### src/rtl/incdec_pkg.sv
// Shared definitions for the serial increment/decrement unit.
//   state_t : controller states (idle, running slices, result presented)
//   FLAG_*  : bit positions inside the 4-bit {Z,N,H,C} flag vector
package incdec_pkg;

    typedef enum logic [1:0] {
        ST_IDLE = 2'd0,
        ST_RUN  = 2'd1,
        ST_DONE = 2'd2
    } state_t;

    localparam int FLAG_Z = 3;
    localparam int FLAG_N = 2;
    localparam int FLAG_H = 1;
    localparam int FLAG_C = 0;

endpackage

### src/rtl/incdec_slice.sv
// One SLICE-bit adder step of the serial increment/decrement datapath.
// For a decrement the operand slice is added to all-ones; for an increment
// it is added to zero. The carry in supplies the +1 of the operation.
// Ports:
//   a    : operand slice
//   cin  : adder carry in
//   dec  : 1 = add all-ones mask, 0 = add zero
//   sum  : slice result
//   cout : carry out of the slice MSB
//   c3   : carry out of bit 3 (half-carry tap, meaningful on slice 0)
module incdec_slice #(
    parameter int SLICE = 4
) (
    input  logic [SLICE-1:0] a,
    input  logic             cin,
    input  logic             dec,
    output logic [SLICE-1:0] sum,
    output logic             cout,
    output logic             c3
);

    logic [SLICE:0] full;

    always_comb begin
        full = {1'b0, a} + {1'b0, {SLICE{dec}}} + (SLICE+1)'(cin);
    end

    assign sum  = full[SLICE-1:0];
    assign cout = full[SLICE];

    // Carry into bit 4 is recovered from the sum bit: s4 = a4 ^ m4 ^ c4.
    generate
        if (SLICE == 4) begin : g_c3_top
            assign c3 = full[4];
        end else begin : g_c3_mid
            assign c3 = full[4] ^ a[4] ^ dec;
        end
    endgenerate

endmodule

### src/rtl/incdec_unit.sv
// Multi-cycle increment/decrement unit. The operand is processed SLICE bits
// per clock, LSB first, through one shared incdec_slice, producing a result
// after WIDTH/SLICE run cycles.
// Ports:
//   i_Clk, i_Reset_n : clock, asynchronous active-low reset
//   i_Start          : start request (accepted when not running)
//   i_A, i_F         : operand and old flags {Z,N,H,C}, captured on start
//   i_Decrement      : 1 = decrement, 0 = increment
//   i_FlagsEn        : 1 = compute new flags, 0 = pass i_F through
//   o_Busy           : operation in progress
//   o_Done           : one-cycle pulse, result valid
//   o_A, o_F, o_Wrap : result, flags and MSB wrap, held until next start
module incdec_unit
    import incdec_pkg::*;
#(
    parameter int WIDTH = 16,
    parameter int SLICE = 4
) (
    input  logic             i_Clk,
    input  logic             i_Reset_n,
    input  logic             i_Start,
    input  logic [WIDTH-1:0] i_A,
    input  logic [3:0]       i_F,
    input  logic             i_Decrement,
    input  logic             i_FlagsEn,
    output logic             o_Busy,
    output logic             o_Done,
    output logic [WIDTH-1:0] o_A,
    output logic [3:0]       o_F,
    output logic             o_Wrap
);

    localparam int N     = WIDTH / SLICE;
    localparam int IDX_W = (N > 1) ? $clog2(N) : 1;

    state_t             state;
    logic [IDX_W-1:0]   idx;
    logic [WIDTH-1:0]   work;
    logic [3:0]         f_q;
    logic               dec_q;
    logic               fen_q;
    logic               pend;
    logic               h_q;

    logic [SLICE-1:0]   sl_sum;
    logic               sl_cin;
    logic               sl_cout;
    logic               sl_c3;
    logic               pend_next;
    logic               h_tap;
    logic               h_use;
    logic               last;
    logic [WIDTH-1:0]   res_next;
    logic [3:0]         new_f;

    // 'pend' is the pending +1 (increment) or -1 (decrement) still to be
    // propagated. For a decrement the adder sees all-ones plus the inverted
    // pending bit, so a pending borrow becomes cin = 0 and vice versa.
    assign sl_cin    = pend ^ dec_q;
    assign pend_next = sl_cout ^ dec_q;
    assign h_tap     = sl_c3 ^ dec_q;
    assign last      = (idx == IDX_W'(N - 1));
    assign h_use     = (idx == '0) ? h_tap : h_q;

    incdec_slice #(
        .SLICE (SLICE)
    ) u_slice (
        .a    (work[SLICE-1:0]),
        .cin  (sl_cin),
        .dec  (dec_q),
        .sum  (sl_sum),
        .cout (sl_cout),
        .c3   (sl_c3)
    );

    // 'work' holds unprocessed operand bits at the bottom and finished result
    // slices at the top; each step shifts right by one slice.
    generate
        if (SLICE == WIDTH) begin : g_one_slice
            assign res_next = sl_sum;
        end else begin : g_multi_slice
            assign res_next = {sl_sum, work[WIDTH-1:SLICE]};
        end
    endgenerate

    always_comb begin
        new_f = f_q;
        if (fen_q) begin
            new_f[FLAG_Z] = (res_next == '0);
            new_f[FLAG_N] = dec_q;
            new_f[FLAG_H] = h_use;
            new_f[FLAG_C] = f_q[FLAG_C];
        end
    end

    always_ff @(posedge i_Clk or negedge i_Reset_n) begin
        if (!i_Reset_n) begin
            state  <= ST_IDLE;
            idx    <= '0;
            work   <= '0;
            f_q    <= '0;
            dec_q  <= 1'b0;
            fen_q  <= 1'b0;
            pend   <= 1'b0;
            h_q    <= 1'b0;
            o_Busy <= 1'b0;
            o_Done <= 1'b0;
            o_A    <= '0;
            o_F    <= '0;
            o_Wrap <= 1'b0;
        end else begin
            o_Done <= 1'b0;
            case (state)
                ST_RUN: begin
                    // Start requests are ignored while running.
                    work <= res_next;
                    pend <= pend_next;
                    if (idx == '0) begin
                        h_q <= h_tap;
                    end
                    if (last) begin
                        state  <= ST_DONE;
                        idx    <= '0;
                        o_Busy <= 1'b0;
                        o_Done <= 1'b1;
                        o_A    <= res_next;
                        o_F    <= new_f;
                        o_Wrap <= pend_next;
                    end else begin
                        idx <= idx + 1'b1;
                    end
                end
                default: begin
                    // IDLE and DONE both accept a start; DONE otherwise
                    // falls back to IDLE.
                    if (i_Start) begin
                        state  <= ST_RUN;
                        idx    <= '0;
                        work   <= i_A;
                        f_q    <= i_F;
                        dec_q  <= i_Decrement;
                        fen_q  <= i_FlagsEn;
                        pend   <= 1'b1;
                        h_q    <= 1'b0;
                        o_Busy <= 1'b1;
                    end else begin
                        state <= ST_IDLE;
                    end
                end
            endcase
        end
    end

endmodule

### config.mk
export PLATFORM = sky130hd
export DESIGN_NAME = incdec_unit
export DESIGN_NICKNAME = d
export VERILOG_FILES = /design/src/rtl/incdec_pkg.sv /design/src/rtl/incdec_slice.sv /design/src/rtl/incdec_unit.sv
export SDC_FILE = /design/constraint.sdc
export NUM_CORES = 1
export LEC_CHECK = 0
export ABC_CLOCK_PERIOD_IN_PS = 3000
export CAP_MARGIN = 20
export CORE_ASPECT_RATIO = 0.75
export CORE_UTILIZATION = 54
export CTS_CLUSTER_DIAMETER = 80
export CTS_CLUSTER_SIZE = 24
export DETAILED_ROUTE_END_ITERATION = 8
export GPL_TIMING_DRIVEN = 1
export PLACE_DENSITY_LB_ADDON = 0.12
export SYNTH_ARGS = -nofsm -noshare
export SYNTH_HDL_FRONTEND = slang
export SYNTH_SLANG_ARGS = --single-unit
### constraint.sdc
create_clock -name i_Clk -period 3 [get_ports i_Clk]
set_input_delay 0.6 -clock i_Clk [delete_from_list [all_inputs] [get_ports i_Clk]]
set_output_delay 0.6 -clock i_Clk [all_outputs]
set_load 0.01 [all_outputs]
==> run metrics <==
postcts setup bufs 0; CTS Buf Count 5; Req. time, crit path 3.18 ns; worst setup margin roughly 0.77 ns; # DRC 0; CP Max Fanout 10; # IOs 48; Post-Synth XOR/XNOR Area 0.0113; most instantiated library cell after synthesis nand2_1; worst r2r src dec_q; post-synthesis mux area share 0.105; Slew HR 0.580; CTS tree yes; RSZ-0062 raised after global routing no; Synthesized Nets around 260; core footprint about 0.0041 mm²; ANT nets after route 0; Place WS ~0.8 ns; DR WL/cell between 10 and 15 µm; GRT overflow 0; number of synthesized flops with an enable pin 0; FMAX roughly 0.45 GHz; Hold-fix buffers, CTS 0; Yosys warnings 0; Initial Utilization 0.570; initial antenna violation count 0; top_reg_cell synth dfrtp_1; Resize count post-CTS 0; synthesis-to-finish area growth 26.6%; largest family of logic cells by synthesized area simple AND/OR/NAND/NOR gates; top post-synthesis cells by count nand2_1 (62), dfrtp_1 (51), o21ai_0 (22), mux2i_1 (15), mux2_2 (7); ranking of synthesized cells by area dfrtp_1 (55%), nand2_1 (10%), mux2i_1 (6.5%); vias in the first global route 1624; pwr dens 1100 mW/mm²; Setup TNS Final 0 ns; count of different cell masters after synthesis 37; H-Tree Level Count 2; status finished, final reports clean; CTS root buffer clkbuf_8; endpoints failing hold 0; VDD IR-drop max 0.538 mV; period utilisation layout 0.743; Diodes inserted 0; nets 304; minimum clock period about 2.2 ns; Finish-stage setup viols 0; share of cells above drive strength 1 0.0839; measured slew at the worst slew-check pin 0.630 ns; Die W 77.8 µm; Max-Cap Viols 0; first-pass GRT wire length 8100 µm; detailed placer's ending HPWL 3390 µm; Post-Synthesis Cell Area 0.00232 mm²; post-synthesis adder-cell area fraction 0.0355; GRT Total Usage 0.235; DR vias/cell about 5.3; I/O Buffers 47; gp weighted congestion 0.833; kind of critical path reg -> reg; die area 0.00457 mm²; sequential fraction of the synthesis area 0.549; CP Launch Type flip-flop; total number of vias 1758; Synth Area in Simple Gates 0.174; asr flop ratio synth 1.00; compound-cell area share of the yosys netlist 0.0980; Worst Path Arrival 2.41 ns; #FFs+latches synth 51; post-synth top area cell dfrtp_1; DR iter-0 viols 111; Critical Path Sink Type flip-flop; maximum root-to-sink buffer count 2; Clock transition at path regs 0.09 ns; largest net degree at the start of global routing 52; Slew Viols, Final 0; Worst Hold Class in -> async; Rows 20; worst clock skew 0.00682 ns; post-synth top area share 0.549; worst-skew pair later-pin latency 0.30 ns; Crit. Startpoint dec_q; Static Leak between 1 and 1.5 nW; die height 58.8 µm; final wirelength approximately 5000 µm; Synth Instances 226; syn_area_per_cell 10.3 µm²; CTS sink cnt 51; DRT Pass-1 Iters 4
cells by family (layout without fill, tap and decap cells):
| group | Yosys count | in the layout |
|---|---|---|
| and+or+nand+nor | 90 | 90 |
| DFF | 51 | 51 |
| AOI/OAI and AO/OA | 38 | 38 |
| muxes | 23 | 23 |
| buffers and inverters | 15 | 63 |
| adders and majority gates | 6 | 6 |
| xor gates and xnor gates | 3 | 3 |
registers in the layout, indices dropped and copies added (netlist names):
name and cells:
pend 1, o_Busy 1, o_F 4, dec_q 1
h_q 1, f_q 4, o_Wrap 1, o_A 16
idx 2, fen_q 1, state 2, o_Done 1
work 16
final timing paths:
kind | slack, ns | end | cells past startpoint
max | 0.77 | h_q | 6
min | 0.39 | o_A[2] | 2
max reg2reg | 0.77 | h_q | 6
min reg2reg | 0.48 | o_A[1] | 2
max in group asynchronous | 2.19 | o_A[13] | 2
min in group i_Clk | 0.48 | o_A[1] | 2
cell usage in the layout (no fill, tap or decap), types with 2 or more instances in the layout:
cell type / synthesis / routed
a211oi_1: 3 / 3
a21oi_1: 5 / 5
buf_4: 0 / 4
clkbuf_8: 0 / 7
clkdlybuf4s50_1: 0 / 46
dfrtp_1: 51 / 51
ha_1: 5 / 5
inv_1: 3 / 3
mux2_2: 7 / 7
mux2i_1: 15 / 15
nand2_1: 62 / 62
nand2b_1: 2 / 2
nand4_1: 2 / 2
nand4b_1: 2 / 2
nor2_1: 6 / 6
nor2b_1: 5 / 4
nor3_1: 2 / 2
nor4_1: 2 / 2
o21ai_0: 22 / 22
o31ai_1: 2 / 2
or3_1: 2 / 2
xnor2_1: 2 / 2
layout make-up:
type | instances | area [µm²]
clock buffers | 8 | 100
fillers | 309 | 1130
inverters | 4 | 15.0
multi-input cells | 160 | 988
flip-flops and latches | 51 | 1280
well taps | 55 | 68.8
repair buffers | 51 | 495
metal layers:
layer,GRT usage,part of all wire
met5,0,0
met4,0.0755,0.0082
met3,0.0465,0.052
met2,0.340,0.43
met1,0.358,0.51
power breakdown:
group	switching (mW)	internal, mW
Sequential	0.274	1.03
Combinational	0.775	0.752
Clock	0.215	0.211
Total	1.26	1.99
through the flow:
step | hold slack, ns | instances | instance area, µm² | power (mW) | utilization
3_5_place_dp | 0.465 | 321 | 2840 | 2.82 | 0.697
3_3_place_gp | 0.459 | 321 | 2840 | 2.77 | 0.697
5_1_grt | 0.462 | 329 | 2940 | 3.48 | 0.722
4_1_cts | 0.417 | 329 | 2940 | 3.26 | 0.722
2_1_floorplan | 0.304 | 226 | 2320 | 2.22 | -
6_report | 0.392 | 329 | 2940 | 3.25 | 0.722
critical path: stages (launching register included):
cell	delay (ns)
dfrtp_1	0.52
mux2_4	0.35
fa_1	0.40
a21o_1	0.19
a21oi_1	0.26
xor2_1	0.28
o21ai_0	0.13
No activity file was read; power rests on OpenSTA's default activity.
